### src/rtl/cpu7_exc_ctl_pkg.sv
//============================================================================
// Module      : cpu7_exc_ctl_pkg
// Description : Exception codes and FSM encodings shared by the exception
//               control stage.
// Revision    : 1.0 - initial release
//============================================================================
`default_nettype none

package cpu7_exc_ctl_pkg;

    localparam logic [5:0] ECODE_INT = 6'h00;
    localparam logic [5:0] ECODE_ALE = 6'h09;
    localparam logic [5:0] ECODE_SYS = 6'h0B;
    localparam logic [5:0] ECODE_BRK = 6'h0C;
    localparam logic [5:0] ECODE_INE = 6'h0D;

    typedef enum logic [1:0] {
        ST_IDLE  = 2'd0,
        ST_REDIR = 2'd1,
        ST_DRAIN = 2'd2
    } exc_state_e;

endpackage

`default_nettype wire

### src/rtl/cpu7_exc_ctl_if.sv
//============================================================================
// Module      : cpu7_exc_ctl_if
// Description : Pipeline/CSR/IFU signals seen by the exception control stage.
// Revision    : 1.0 - initial release
//============================================================================
`default_nettype none

interface cpu7_exc_ctl_if #(
    parameter int GRLEN = 32
);
    logic             csr_ecl_timer_intr;
    logic             csr_ecl_crmd_ie;
    logic [GRLEN-1:0] csr_eentry;
    logic [GRLEN-1:0] csr_era;
    logic             valid_e;
    logic [GRLEN-1:0] pc_e;
    logic             ine_e;
    logic             sys_e;
    logic             brk_e;
    logic             ale_e;
    logic             ertn_e;
    logic [GRLEN-1:0] lsu_addr_e;
    logic             ifu_exu_redirect_ack;
    logic             exu_ifu_except;
    logic [5:0]       ecl_csr_exccode_e;
    logic [GRLEN-1:0] ecl_csr_badv_e;
    logic             ecl_csr_ertn_e;
    logic             exu_ifu_redirect;
    logic [GRLEN-1:0] exu_ifu_redirect_pc;
    logic             ecl_kill_e;

    // master: pipeline/CSR/IFU environment; slave: the exception controller
    modport master (
        output csr_ecl_timer_intr, csr_ecl_crmd_ie, csr_eentry, csr_era,
               valid_e, pc_e, ine_e, sys_e, brk_e, ale_e, ertn_e,
               lsu_addr_e, ifu_exu_redirect_ack,
        input  exu_ifu_except, ecl_csr_exccode_e, ecl_csr_badv_e,
               ecl_csr_ertn_e, exu_ifu_redirect, exu_ifu_redirect_pc,
               ecl_kill_e
    );

    modport slave (
        input  csr_ecl_timer_intr, csr_ecl_crmd_ie, csr_eentry, csr_era,
               valid_e, pc_e, ine_e, sys_e, brk_e, ale_e, ertn_e,
               lsu_addr_e, ifu_exu_redirect_ack,
        output exu_ifu_except, ecl_csr_exccode_e, ecl_csr_badv_e,
               ecl_csr_ertn_e, exu_ifu_redirect, exu_ifu_redirect_pc,
               ecl_kill_e
    );

endinterface

`default_nettype wire

### src/rtl/cpu7_sync_ff.sv
//============================================================================
// Module      : cpu7_sync_ff
// Description : Parameterised-depth flop synchronizer for async level inputs.
// Revision    : 1.0 - initial release
//============================================================================
`default_nettype none

module cpu7_sync_ff #(
    parameter int STAGES = 2
) (
    input  wire logic clk,
    input  wire logic resetn,
    input  wire logic d,
    output logic      q
);

    logic [STAGES-1:0] sync_q;
    logic [STAGES-1:0] sync_d;

    always_comb begin
        sync_d = {sync_q[STAGES-2:0], d};
    end

    always_ff @(posedge clk or negedge resetn) begin
        if (!resetn) begin
            sync_q <= '0;
        end else begin
            sync_q <= sync_d;
        end
    end

    assign q = sync_q[STAGES-1];

endmodule

`default_nettype wire

### src/rtl/cpu7_exc_ctl.sv
//============================================================================
// Module      : cpu7_exc_ctl
// Description : Arbitrates exceptions, interrupts and ERTN into CSR event
//               pulses and owns the IFU redirect / pipeline-kill window.
//               Define CPU7_EXC_CNT_EN to add exc_cnt/int_cnt event counters.
// Revision    : 1.0 - initial release
//============================================================================
`default_nettype none

module cpu7_exc_ctl
    import cpu7_exc_ctl_pkg::*;
#(
    parameter int GRLEN       = 32,
    parameter int SYNC_STAGES = 2,
    parameter int DRAIN_CYC   = 2
) (
    input  wire logic     clk,
    input  wire logic     resetn,
    input  wire logic     ext_intr,
    cpu7_exc_ctl_if.slave bus
`ifdef CPU7_EXC_CNT_EN
    ,
    output logic [31:0]   exc_cnt,
    output logic [31:0]   int_cnt
`endif
);

    localparam logic [3:0] DRAIN_LOAD = 4'(DRAIN_CYC - 1);

    logic             ext_sync;
    logic             int_pend;
    logic             exc_req;
    logic             event_fire;
    logic             take_exc;
    logic             take_ertn;
    logic [5:0]       exc_code;
    logic [GRLEN-1:0] event_target;

    exc_state_e       state_q, state_d;
    logic [3:0]       cnt_q, cnt_d;
    logic [GRLEN-1:0] target_q, target_d;
    logic             redirect_q, redirect_d;
    logic             kill_q, kill_d;

    cpu7_sync_ff #(
        .STAGES (SYNC_STAGES)
    ) u_ext_sync (
        .clk    (clk),
        .resetn (resetn),
        .d      (ext_intr),
        .q      (ext_sync)
    );

    assign int_pend = bus.csr_ecl_crmd_ie & (bus.csr_ecl_timer_intr | ext_sync);
    assign exc_req  = int_pend | bus.ine_e | bus.sys_e | bus.brk_e | bus.ale_e;

    // Gating with resetn keeps the combinational event outputs low while reset is held
    assign event_fire = resetn & (state_q == ST_IDLE) & bus.valid_e
                      & (exc_req | bus.ertn_e);
    assign take_exc   = event_fire & exc_req;
    assign take_ertn  = event_fire & ~exc_req;

    always_comb begin
        exc_code = ECODE_INT;
        if (int_pend)       exc_code = ECODE_INT;
        else if (bus.ine_e) exc_code = ECODE_INE;
        else if (bus.sys_e) exc_code = ECODE_SYS;
        else if (bus.brk_e) exc_code = ECODE_BRK;
        else if (bus.ale_e) exc_code = ECODE_ALE;
    end

    assign event_target = take_exc ? bus.csr_eentry : bus.csr_era;

    always_comb begin
        state_d  = state_q;
        cnt_d    = cnt_q;
        target_d = target_q;
        case (state_q)
            ST_IDLE: begin
                if (event_fire) begin
                    target_d = event_target;
                    if (bus.ifu_exu_redirect_ack) begin
                        state_d = ST_DRAIN;
                        cnt_d   = DRAIN_LOAD;
                    end else begin
                        state_d = ST_REDIR;
                    end
                end
            end
            ST_REDIR: begin
                if (bus.ifu_exu_redirect_ack) begin
                    state_d = ST_DRAIN;
                    cnt_d   = DRAIN_LOAD;
                end
            end
            ST_DRAIN: begin
                if (cnt_q == 4'd0) begin
                    state_d = ST_IDLE;
                end else begin
                    cnt_d = cnt_q - 4'd1;
                end
            end
            default: begin
                state_d = ST_IDLE;
                cnt_d   = 4'd0;
            end
        endcase
        redirect_d = (state_d == ST_REDIR);
        kill_d     = (state_d != ST_IDLE);
    end

    always_ff @(posedge clk or negedge resetn) begin
        if (!resetn) begin
            state_q    <= ST_IDLE;
            cnt_q      <= 4'd0;
            target_q   <= '0;
            redirect_q <= 1'b0;
            kill_q     <= 1'b0;
        end else begin
            state_q    <= state_d;
            cnt_q      <= cnt_d;
            target_q   <= target_d;
            redirect_q <= redirect_d;
            kill_q     <= kill_d;
        end
    end

    assign bus.exu_ifu_except      = take_exc;
    assign bus.ecl_csr_ertn_e      = take_ertn;
    assign bus.ecl_csr_exccode_e   = take_exc ? exc_code : 6'h00;
    assign bus.ecl_csr_badv_e      = !take_exc ? '0
                                   : (exc_code == ECODE_ALE) ? bus.lsu_addr_e : bus.pc_e;
    assign bus.exu_ifu_redirect    = event_fire | redirect_q;
    assign bus.exu_ifu_redirect_pc = event_fire ? event_target : target_q;
    assign bus.ecl_kill_e          = kill_q;

`ifdef CPU7_EXC_CNT_EN
    logic [31:0] exc_cnt_q, exc_cnt_d;
    logic [31:0] int_cnt_q, int_cnt_d;

    always_comb begin
        exc_cnt_d = exc_cnt_q;
        int_cnt_d = int_cnt_q;
        if (take_exc) begin
            exc_cnt_d = exc_cnt_q + 32'd1;
            if (exc_code == ECODE_INT) begin
                int_cnt_d = int_cnt_q + 32'd1;
            end
        end
    end

    always_ff @(posedge clk or negedge resetn) begin
        if (!resetn) begin
            exc_cnt_q <= 32'd0;
            int_cnt_q <= 32'd0;
        end else begin
            exc_cnt_q <= exc_cnt_d;
            int_cnt_q <= int_cnt_d;
        end
    end

    assign exc_cnt = exc_cnt_q;
    assign int_cnt = int_cnt_q;
`endif

endmodule

`default_nettype wire

### src/flat_wrapper.sv
// flat-port wrapper written by rule: the top's interface ports become plain ports
module cpu7_exc_ctl_flat import cpu7_exc_ctl_pkg::*;
#(
    parameter int GRLEN       = 32,
    parameter int SYNC_STAGES = 2,
    parameter int DRAIN_CYC   = 2
)
  (clk, resetn, ext_intr, bus_csr_ecl_timer_intr, bus_csr_ecl_crmd_ie, bus_csr_eentry, bus_csr_era, bus_valid_e, bus_pc_e, bus_ine_e, bus_sys_e, bus_brk_e, bus_ale_e, bus_ertn_e, bus_lsu_addr_e, bus_ifu_exu_redirect_ack, bus_exu_ifu_except, bus_ecl_csr_exccode_e, bus_ecl_csr_badv_e, bus_ecl_csr_ertn_e, bus_exu_ifu_redirect, bus_exu_ifu_redirect_pc, bus_ecl_kill_e);
  cpu7_exc_ctl_if #(.GRLEN(GRLEN)) bus_i ();
  input  wire logic clk;
  input  wire logic resetn;
  input  wire logic ext_intr;
  input wire logic [$bits(bus_i.csr_ecl_timer_intr)-1:0] bus_csr_ecl_timer_intr;
  input wire logic [$bits(bus_i.csr_ecl_crmd_ie)-1:0] bus_csr_ecl_crmd_ie;
  input wire logic [$bits(bus_i.csr_eentry)-1:0] bus_csr_eentry;
  input wire logic [$bits(bus_i.csr_era)-1:0] bus_csr_era;
  input wire logic [$bits(bus_i.valid_e)-1:0] bus_valid_e;
  input wire logic [$bits(bus_i.pc_e)-1:0] bus_pc_e;
  input wire logic [$bits(bus_i.ine_e)-1:0] bus_ine_e;
  input wire logic [$bits(bus_i.sys_e)-1:0] bus_sys_e;
  input wire logic [$bits(bus_i.brk_e)-1:0] bus_brk_e;
  input wire logic [$bits(bus_i.ale_e)-1:0] bus_ale_e;
  input wire logic [$bits(bus_i.ertn_e)-1:0] bus_ertn_e;
  input wire logic [$bits(bus_i.lsu_addr_e)-1:0] bus_lsu_addr_e;
  input wire logic [$bits(bus_i.ifu_exu_redirect_ack)-1:0] bus_ifu_exu_redirect_ack;
  output wire logic [$bits(bus_i.exu_ifu_except)-1:0] bus_exu_ifu_except;
  output wire logic [$bits(bus_i.ecl_csr_exccode_e)-1:0] bus_ecl_csr_exccode_e;
  output wire logic [$bits(bus_i.ecl_csr_badv_e)-1:0] bus_ecl_csr_badv_e;
  output wire logic [$bits(bus_i.ecl_csr_ertn_e)-1:0] bus_ecl_csr_ertn_e;
  output wire logic [$bits(bus_i.exu_ifu_redirect)-1:0] bus_exu_ifu_redirect;
  output wire logic [$bits(bus_i.exu_ifu_redirect_pc)-1:0] bus_exu_ifu_redirect_pc;
  output wire logic [$bits(bus_i.ecl_kill_e)-1:0] bus_ecl_kill_e;
  assign bus_i.csr_ecl_timer_intr = bus_csr_ecl_timer_intr;
  assign bus_i.csr_ecl_crmd_ie = bus_csr_ecl_crmd_ie;
  assign bus_i.csr_eentry = bus_csr_eentry;
  assign bus_i.csr_era = bus_csr_era;
  assign bus_i.valid_e = bus_valid_e;
  assign bus_i.pc_e = bus_pc_e;
  assign bus_i.ine_e = bus_ine_e;
  assign bus_i.sys_e = bus_sys_e;
  assign bus_i.brk_e = bus_brk_e;
  assign bus_i.ale_e = bus_ale_e;
  assign bus_i.ertn_e = bus_ertn_e;
  assign bus_i.lsu_addr_e = bus_lsu_addr_e;
  assign bus_i.ifu_exu_redirect_ack = bus_ifu_exu_redirect_ack;
  assign bus_exu_ifu_except = bus_i.exu_ifu_except;
  assign bus_ecl_csr_exccode_e = bus_i.ecl_csr_exccode_e;
  assign bus_ecl_csr_badv_e = bus_i.ecl_csr_badv_e;
  assign bus_ecl_csr_ertn_e = bus_i.ecl_csr_ertn_e;
  assign bus_exu_ifu_redirect = bus_i.exu_ifu_redirect;
  assign bus_exu_ifu_redirect_pc = bus_i.exu_ifu_redirect_pc;
  assign bus_ecl_kill_e = bus_i.ecl_kill_e;
  cpu7_exc_ctl #(.GRLEN(GRLEN), .SYNC_STAGES(SYNC_STAGES), .DRAIN_CYC(DRAIN_CYC)) u_core (.clk(clk), .resetn(resetn), .ext_intr(ext_intr), .bus(bus_i));
endmodule
### config.mk
export PLATFORM = sky130hd
export DESIGN_NAME = cpu7_exc_ctl_flat
export DESIGN_NICKNAME = d
export VERILOG_FILES = /design/src/rtl/cpu7_exc_ctl_pkg.sv /design/src/rtl/cpu7_exc_ctl_if.sv /design/src/rtl/cpu7_sync_ff.sv /design/src/rtl/cpu7_exc_ctl.sv /design/src/flat_wrapper.sv
export SDC_FILE = /design/constraint.sdc
export NUM_CORES = 1
export LEC_CHECK = 0
export ABC_AREA = 0
export CORE_MARGIN = 1
export CORE_UTILIZATION = 35
export DETAILED_ROUTE_END_ITERATION = 6
export PLACE_DENSITY = 0.89
export SLEW_MARGIN = 20
export SYNTH_ARGS = -nofsm -noshare
export SYNTH_HDL_FRONTEND = slang
export SYNTH_SLANG_ARGS = --single-unit
export TNS_END_PERCENT = 10
### constraint.sdc
create_clock -name clk -period 4.23 [get_ports clk]
set_input_delay 0.423 -clock clk [delete_from_list [all_inputs] [get_ports clk]]
set_output_delay 0.423 -clock clk [all_outputs]
set_load 0.02 [all_outputs]
==> results of run 1 <==
worst paths after layout:
check                                            start                     endpoint  slack [ns]  cells after the start
hold / removal                                  resetn        u_core.bus.ecl_kill_e        0.20                      2
setup reg to reg                     u_core.state_q[1]          u_core.target_q[24]        2.02                      5
hold reg to reg            u_core.u_ext_sync.sync_q[0]  u_core.u_ext_sync.sync_q[1]        0.35                      0
min in group clk           u_core.u_ext_sync.sync_q[0]  u_core.u_ext_sync.sync_q[1]        0.35                      0
max in group asynchronous                       resetn          u_core.target_q[26]        3.66                      2
setup / recovery                             bus_ine_e  bus_exu_ifu_redirect_pc[14]        0.33                      7
critical path, stage by stage:
cell and delay, ns:
clkdlybuf4s50_1 0.51, or4_4 0.61, o21ai_2 0.16, clkinv_1 0.75, nand2_1 0.36, nand2_1 0.09, clkdlybuf4s50_1 0.55
state kept, by name, summed over array words and instances (netlist names):
signal and cells:
u_core.u_ext_sync.sync_q 2, u_core.state_q 2, u_core.bus.ecl_kill_e 1, u_core.cnt_q 4
u_core.redirect_q 1, u_core.target_q 32
cells in the final DEF, fill, tap and decap left out, types with 2 or more instances in the layout:
cell type / count
nand2b_1: 3
a21oi_1: 34
nor3_1: 4
a22oi_1: 32
conb_1: 2
ha_1: 2
clkbuf_8: 5
o21ai_0: 2
clkdlybuf4s50_1: 210
nor2_1: 4
nand2_1: 165
buf_4: 6
a21o_1: 2
nor2b_1: 2
inv_1: 3
dfrtp_1: 42
per-stage QoR:
| stage | instance area (sq um) | hold slack (ns) | worst slack [ns] | util |
|---|---|---|---|---|
| 2_1_floorplan | 2500 | 0.127 | 1.94 | - |
| 3_3_place_gp | 4690 | 0.337 | 0.800 | 0.686 |
| 3_5_place_dp | 4690 | 0.341 | 0.715 | 0.686 |
| 4_1_cts | 4800 | 0.214 | 0.709 | 0.702 |
| 5_1_grt | 4800 | 0.242 | 0.0587 | 0.702 |
| 6_report | 4800 | 0.205 | 0.328 | 0.702 |
routing by layer:
layer / share of wire / track usage / vias up / wire length, um
met5: 0 / 0 / - / 0
li1: - / - / 1548 / -
met2: 0.52 / 0.441 / 142 / 4870
met4: 0.029 / 0.102 / 0 / 266
met1: 0.37 / 0.273 / 1460 / 3440
met3: 0.079 / 0.0848 / 26 / 740
power groups by stage:
| stage | logic (mW) | clock network (mW) | registers (mW) |
|---|---|---|---|
| final | 1.26 | 0.319 | 0.646 |
| after global routing | 1.36 | 0.346 | 0.662 |
| after CTS | 1.26 | 0.330 | 0.646 |
| after detailed placement | 1.25 | 0 | 0.653 |
| after global placement | 1.23 | 0 | 0.643 |
| after floorplan | 0.670 | 0 | 0.630 |
cell type report:
cell class,instances,share of cell area
clock inverter,2,0.00783
timing repair buffer,217,0.449
inverter,4,0.00313
multi-input combinational,274,0.281
sequential,42,0.219
clock buffer,6,0.0151
tap,96,0.0250
cell families (layout without fill, tap and decap cells):
| family | Yosys count | count (layout) | synth area share |
|---|---|---|---|
| AO/OA/AOI/OAI | 80 | 80 | 0.212 |
| adder cells (fa/ha/maj) | 2 | 2 | 0.0100 |
| buffers and inverters | 26 | 229 | 0.0450 |
| flip-flops | 42 | 42 | 0.420 |
| other | 1 | 2 | 0.00150 |
| AND/OR/NAND/NOR | 190 | 190 | 0.312 |
==> summary.txt, run 1 <==
Status
  • Status: completed

Finish
  • Reg area: 0.00105 sq mm
  • Area of the multi-input gates: 0.00135 sq mm
  • Fill cells: 535
  • Fin nets: ~690
  • Final Non-Filler Cells: 641
  • Area Overhead vs Synth: 91.7%
  • Number of inserted diodes: 0
  • Share of layout cells above drive strength 1: 0.0385

Timing
  • Final Hold Fails: 0
  • Minimum clock period: 3.90 ns
  • Setup Viol. Count Final: 0
  • Setup_tns: 0 ns
  • Clock Skew: 0.00448 ns
  • Part of the cycle the worst path needs: 0.922
  • Slew margin rel.: 0.361
  • Unrepaired setup endpoints after global routing: no
  • Final Max Tran Viols: 0
  • Worst Max-Slew Pin Slew: 0.953 ns
  • Fmax: 0.256 GHz

Place
  • IO buf count: 211
  • Detailed Place HPWL: 7100 um
  • Placer Congestion: 0.813
  • Placed insts: around 630

Run
  • Max-cap viol count: 0

Clock tree
  • TritonCTS Buffers: 5
  • Hold-fix buffers, CTS: 0
  • Worst-case clock buffer depth: 2
  • CTS tree: yes
  • Clock Latency Late Sink: 0.30 ns
  • CTS H-tree lvls: 2
  • Clock Pin Slew Worst Setup and Hold Paths: 0.08 ns
  • Setup repair bufs after CTS: 0
  • Post_cts resized: 0
  • CTS root buf: clkbuf_8
  • CTS Sinks: between 40 and 50

Power and ir drop
  • Seq pwr share: 0.291
  • Internal Power: 1.37 mW
  • Net switching power: 846 uW
  • Clock share of power: 0.143
  • Gate power share: 0.566
  • Max VDD drop: 0.000362 V
  • Switching Share: 0.381
  • PwrDens: 463 mW/mm^2
  • Lkg Pwr: around 2.2 nW
  • Pwr Total: 2.22 mW

GRT
  • Initial antenna violation count: 0
  • Largest net degree at the start of global routing: 44
  • First-pass GRT wire length: 14600 um
  • Tot GR Track Use: 0.249
  • Gr ovfl total: 0
  • Number of global-route vias before repair: approximately 3100

Detailed routing
  • Antenna Violating Nets Remaining: 0
  • Drt total wl: 9320 um
  • Vias: 3176
  • Routed wire length per instance: about 15 um
  • DR pass1 iterations: 4
  • Via density: 4.95
  • DR iter-0 viols: 129
  • Residual DRC: 0

Synth
  • Number of flops mapped to enable cells by yosys: 0
  • Area share of the largest cell type after synthesis: 0.420
  • Netlist cell types: 37
  • Seq/Total Area, Yosys: 0.420
  • Predominant post-synthesis flop cell: dfrtp_1
  • Register bit total from synthesis: 42
  • Mapped Cells: between 300 and 400
  • Synth top area cells: dfrtp_1 42%, nand2_1 25%, a22oi_1 9.6%, a21oi_1 6.8%, clkbuf_1 2.1%
  • Synth top cells by count: 165 x nand2_1, 42 x dfrtp_1, 34 x a21oi_1
  • Most numerous cell in the Yosys netlist: nand2_1
  • Avg Synthesized Cell Area: 7.33 sq um
  • Fraction of registers with async set/reset: 1.00
  • Synth Cell Area: 0.00250 sq mm
  • Largest area contributor in the netlist: dfrtp_1
  • Yosys warnings: 0

Worst setup path
  • Largest fanout on the critical path: 33
  • Worst path required time: 3.81 ns
  • Critical setup path kind: primary input to primary output
  • Nature of the critical path startpoint: primary input
  • Worst Setup End Kind: primary output
  • Worst endpoint data arrival time: 3.48 ns

Floorplan
  • Initial Utilization: 0.366
  • Row cnt: 30
  • I/O pin cnt: 214
  • Die X: 86.5 um
  • Core Area: 0.00683 sq mm
  • Total Die Area: 0.00749 sq mm
  • Chip height: 86.5 um

Min path
  • Hold Path Class: primary input to async pin
No activity file was read; power rests on OpenSTA's default activity.
==> run 2, diff against run 1 <==
Settings changed: CAP_MARGIN from default to 0, CORE_UTILIZATION 35 to 36, CTS_BUF_LIST from default to sky130_fd_sc_hd__clkbuf_2 sky130_fd_sc_hd__clkbuf_4 sky130_fd_sc_hd__clkbuf_8, PLACE_DENSITY 0.89 to 0.92.
==> run 2 against run 1 <==
Net effect:
- maximum frequency increased by 11%
- clock-buffer cell count unchanged
- first-iteration DRC count rose by 15%
- critical path depth stayed put
- hold slack better by 0.0073 ns
- die area fell by 2.7%
- total power down 2.9%
- routed wire length shrank 2.6%
- clock skew increased by 0.0043 ns
- non-clock buffer count rose by 1
- sequential power about the same
==> summary.txt, run 2 (synthesized netlist as in run 1, its figures left out) <==
Detailed routing
  • Residual DRC: 0
  • Antenna Violating Nets Remaining: 0
  • Routed wire length per instance: 14.5 um
  • Vias: 3165
  • DR iter-0 viols: 148
  • DR pass1 iterations: 5
  • Via density: 5.06
  • Drt total wl: around 9100 um

Worst setup path
  • Reg-to-Reg Start: u_core.state_q[1]
  • Critical setup path kind: primary input to primary output
  • Critical path, cell by cell: clkdlybuf4s50_1 > or4_4 > o21ai_2 > inv_1 > nand2_1 > nand2_1 > clkdlybuf4s50_1
  • Slack of the worst reg-to-reg path: 2.15 ns
  • CP max-delay cell: or4_4
  • Reg2Reg Depth: 5
  • Worst stage delay on the critical path: 0.62 ns
  • Largest fanout on the critical path: 33
  • Worst Setup End Kind: primary output
  • Worst endpoint data arrival time: 3.10 ns
  • Worst path required time: 3.81 ns
  • Nature of the critical path startpoint: primary input
  • Reg2reg end: u_core.target_q[23]

Finish
  • Share of layout cells above drive strength 1: 0.0421
  • Most frequent cells in the layout: 210 x clkdlybuf4s50_1, 165 x nand2_1, 42 x dfrtp_1
  • Fill cells: 511
  • Area Overhead vs Synth: 90.4%
  • Area of the multi-input gates: 0.00135 sq mm
  • Fin nets: 687
  • Reg area: 0.00105 sq mm
  • Largest register FFs: 32
  • Largest register by flop count: u_core.target_q
  • Top Registers: u_core.target_q: 32 flops, u_core.cnt_q: 4 flops
  • Most common cell after layout, fill and taps aside: clkdlybuf4s50_1
  • Number of inserted diodes: 0

Clock tree
  • CTS tree: yes
  • TritonCTS Buffers: 5
  • CTS H-tree lvls: 2
  • Clock Latency Late Sink: 0.29 ns
  • Hold-fix buffers, CTS: 0
  • Post_cts resized: 0
  • CTS root buf: clkbuf_8
  • Clock Pin Slew Worst Setup and Hold Paths: 0.08 ns
  • CTS Sinks: 42
  • Worst-case clock buffer depth: 2
  • Setup repair bufs after CTS: 0

Timing
  • Clock Skew: 0.00876 ns
  • Setup_tns: 0 ns
  • Final Hold Fails: 0
  • Slew margin rel.: 0.305
  • Part of the cycle the worst path needs: 0.833
  • Final Max Tran Viols: 0
  • Minimum clock period: 3.53 ns
  • Fmax: ~0.28 GHz
  • Setup Viol. Count Final: 0
  • Worst Max-Slew Pin Slew: 1.04 ns
  • Unrepaired setup endpoints after global routing: no

Floorplan
  • I/O pin cnt: approximately 210
  • Chip height: around 85 um
  • Initial Utilization: 0.370
  • Die X: 85.4 um
  • Row cnt: 30
  • Core Area: 0.00676 sq mm
  • Total Die Area: 0.00728 sq mm

GRT
  • Initial antenna violation count: 0
  • Tot GR Track Use: 0.241
  • Largest net degree at the start of global routing: 44
  • Gr ovfl total: 0
  • Number of global-route vias before repair: 3064
  • First-pass GRT wire length: ~14000 um

Place
  • Placer Congestion: 0.885
  • Detailed Place HPWL: 7120 um
  • IO buf count: approximately 210

Power and ir drop
  • Gate power share: 0.580
  • Switching Share: 0.387
  • Pwr Total: 2.16 mW
  • PwrDens: 453 mW/mm^2
  • Lkg Pwr: between 2 and 2.5 nW
  • Max VDD drop: 0.000167 V
  • Net switching power: roughly 830 uW
  • Internal Power: roughly 1.3 mW
  • Seq pwr share: 0.301
  • Clock share of power: 0.119

Status
  • Status: completed

Run
  • Max-cap viol count: 0

Min path
  • Hold Path Class: primary input to async pin
## run 2: metal layers
layer	wire length (um)	up-vias	track usage
li1	-	1553	-
met2	4690	158	0.451
met3	700	17	0.0623
met4	168	0	0.0652
met5	0	-	0
met1	3520	1437	0.272
## run 2: worst max path at each step
stage / from / to / slack (ns) / depth (start not counted)
after floorplan: bus_csr_ecl_timer_intr / bus_ecl_csr_badv_e[10] / 1.94 / 5
after global placement: bus_ine_e / bus_exu_ifu_redirect_pc[29] / 0.85 / 7
after detailed placement: bus_ine_e / bus_exu_ifu_redirect_pc[26] / 0.68 / 7
after CTS: bus_ine_e / bus_exu_ifu_redirect_pc[26] / 0.69 / 7
after global routing: bus_ine_e / bus_exu_ifu_redirect_pc[23] / 0.59 / 7
final: bus_ine_e / bus_exu_ifu_redirect_pc[26] / 0.70 / 7
## run 2: final cells by class
class                      count  area share
timing repair buffer         218       0.453
sequential                    42       0.221
multi-input combinational    274       0.283
clock inverter                 2     0.00289
clock buffer                   6      0.0160
tap                           80      0.0210
inverter                       4     0.00315
## run 2: critical path, delay by kind of cell
kind / cells / cell delay, ns
AO/OA/AOI/OAI: 1 / 0.15
buffers and inverters: 3 / 1.53
AND/OR/NAND/NOR: 3 / 0.99
## run 2: power groups by stage
stage | Sequential [mW] | Clock, mW | Combinational (mW)
2_1_floorplan | 0.630 | 0 | 0.670
3_3_place_gp | 0.640 | 0 | 1.22
3_5_place_dp | 0.654 | 0 | 1.25
4_1_cts | 0.646 | 0.268 | 1.26
5_1_grt | 0.663 | 0.287 | 1.36
6_report | 0.649 | 0.258 | 1.25
## run 2: stage by stage
stage	utilization	instance area [sq um]	std cells	hold slack (ns)	setup slack, ns
after floorplan	-	2500	342	0.127	1.94
after global placement	0.692	4670	618	0.340	0.855
after detailed placement	0.692	4670	618	0.361	0.684
after CTS	0.705	4760	626	0.229	0.686
after global routing	0.705	4760	626	0.250	0.593
final	0.705	4760	626	0.212	0.705
==> run 3, diff against run 2 <==
Settings changed: CORE_UTILIZATION 36 to 33, PLACE_DENSITY 0.92 to 0.85.
Clock period 4.23 ns to 3.7 ns, I/O delays scaled along.
==> run 3 against run 2 <==
Net effect:
- via count up 0.54%
- non-clock buffer count unchanged
- sequential share of layout area down 0.27 points
- highest routed layer unchanged
==> summary.txt, run 3 (synthesized netlist as in run 1, its figures left out) <==
Clock tree
  • CTS tree: yes
  • TritonCTS Buffers: 5
  • Hold-fix buffers, CTS: 0
  • CTS Sinks: 42
  • Post_cts resized: 0
  • CTS root buf: clkbuf_8
  • Clock Pin Slew Worst Setup and Hold Paths: 0.08 ns
  • CTS H-tree lvls: 2
  • Clock Latency Late Sink: 0.30 ns
  • Worst-case clock buffer depth: 2
  • Setup repair bufs after CTS: 0

Finish
  • Top Registers: u_core.target_q: 32 flops, u_core.cnt_q: 4 flops
  • Fin nets: 687
  • Share of layout cells above drive strength 1: 0.0421
  • Largest register FFs: 32
  • Final Non-Filler Cells: 645
  • Largest register by flop count: u_core.target_q
  • Most frequent cells in the layout: 210 x clkdlybuf4s50_1, 165 x nand2_1, 42 x dfrtp_1
  • Area Overhead vs Synth: 92.8%
  • Fill cells: 615
  • Most common cell after layout, fill and taps aside: clkdlybuf4s50_1
  • Number of inserted diodes: 0

Detailed routing
  • Metal2 WL: between 4000 and 5000 um
  • DR pass1 iterations: 5
  • Met3 WL: between 800 and 900 um
  • Vias: 3182
  • Via density: slightly below 5
  • DR iter-0 viols: 137
  • M1 WL: 3580 um
  • Top sig layer: met4
  • Residual DRC: 0
  • Routed wire length per instance: 14.3 um
  • Antenna Violating Nets Remaining: 0
  • Drt total wl: approximately 9200 um

GRT
  • Tot GR Track Use: 0.230
  • Number of global-route vias before repair: between 3000 and 4000
  • Initial antenna violation count: 0
  • Gr ovfl total: 0
  • First-pass GRT wire length: 13900 um
  • Largest net degree at the start of global routing: 44

Timing
  • Setup_tns: 0 ns
  • Fmax: 0.298 GHz
  • Clock Skew: 0.0117 ns
  • Final WS setup: between 0.3 and 0.4 ns
  • Final Hold Fails: 0
  • Minimum clock period: 3.36 ns
  • Setup Viol. Count Final: 0
  • Part of the cycle the worst path needs: 0.908
  • Final Max Tran Viols: 0
  • Worst Max-Slew Pin Slew: 0.991 ns
  • Slew margin rel.: 0.339
  • Unrepaired setup endpoints after global routing: no

Power and ir drop
  • PwrDens: 524 mW/mm^2
  • Max VDD drop: 0.000314 V
  • Lkg Pwr: 2.18 nW

Floorplan
  • I/O pin cnt: ~210
  • Core Area: 0.00729 sq mm
  • Initial Utilization: 0.343
  • Row cnt: 31
  • Total Die Area: 0.00793 sq mm
  • Die X: 89.1 um
  • Chip height: 89.1 um

Run
  • Max-cap viol count: 0

Place
  • IO buf count: approximately 210
  • Placed insts: 637
  • Detailed Place HPWL: 7210 um
  • Placer Congestion: 0.818
  • Place WS: 0.355 ns

Min path
  • Hold Path Class: primary input to async pin

Worst setup path
  • Largest fanout on the critical path: 33
  • Nature of the critical path startpoint: primary input
  • Critical setup path kind: primary input to primary output
  • Worst stage delay on the critical path: 0.62 ns
  • CP max-delay cell: or4_4
  • Worst path required time: 3.33 ns
  • Critical path, cell by cell: clkdlybuf4s50_1 > or4_4 > o21ai_2 > inv_1 > nand2_1 > nand2_1 > clkdlybuf4s50_1
  • Worst Setup End Kind: primary output
  • Worst endpoint data arrival time: about 3 ns

Status
  • Status: completed
## run 3: cell count changes in the layout (fill, tap and decap cells not counted)
cell | previous run | this run
buf_4 | 7 | 6
clkinv_2 | 1 | 0
bufinv_16 | 0 | 1
clkinv_4 | 1 | 0
buf_12 | 0 | 1
clkbuf_4 | 1 | 2
## run 3: critical path: cells and delay by family
kind,cells,cell delay (ns)
buffers and inverters,3,1.50
AND/OR/NAND/NOR,3,0.96
AO/OA/AOI/OAI,1,0.15
## run 3: cell type report
type,instances,area [sq um],share of cell area
clock buffer,7,83.8,0.0174
clock inverter,1,30.0,0.00623
inverter,4,15.0,0.00311
multi-input combinational,274,1350,0.279
sequential,42,1050,0.218
tap,99,124,0.0257
timing repair buffer,218,2170,0.450
## run 3: stage by stage
step / cell area (sq um) / power, mW / hold WS (ns) / util
6_report: 4820 / 2.53 / 0.156 / 0.661
3_5_place_dp: 4710 / 2.18 / 0.342 / 0.646
4_1_cts: 4820 / 2.55 / 0.161 / 0.661
3_3_place_gp: 4710 / 2.14 / 0.339 / 0.646
2_1_floorplan: 2500 / 1.49 / 0.0744 / -
5_1_grt: 4820 / 2.71 / 0.189 / 0.661
## run 3: layer usage
layer  vias up  global-route usage
li1       1548                   -
met3        27              0.0739
met4         0               0.108
met2       147               0.397
met1      1460               0.260
met5         -                   0
## run 3: final timing paths
kind | startpoint | depth (start not counted) | slack [ns] | endpoint
worst min register to register | u_core.u_ext_sync.sync_q[0] | 0 | 0.35 | u_core.u_ext_sync.sync_q[1]
worst max register to register | u_core.state_q[1] | 5 | 1.62 | u_core.target_q[4]
min in group clk | u_core.u_ext_sync.sync_q[0] | 0 | 0.35 | u_core.u_ext_sync.sync_q[1]
worst min-delay path | resetn | 2 | 0.16 | u_core.target_q[17]
max in group asynchronous | resetn | 2 | 3.17 | u_core.target_q[27]
worst max-delay path | bus_ine_e | 7 | 0.34 | bus_exu_ifu_redirect_pc[19]
## run 3: report_power, final
group / total, mW / internal [mW] / switching, mW
Combinational: 1.43 / 0.716 / 0.712
Sequential: 0.735 / 0.656 / 0.0790
Clock: 0.364 / 0.217 / 0.147
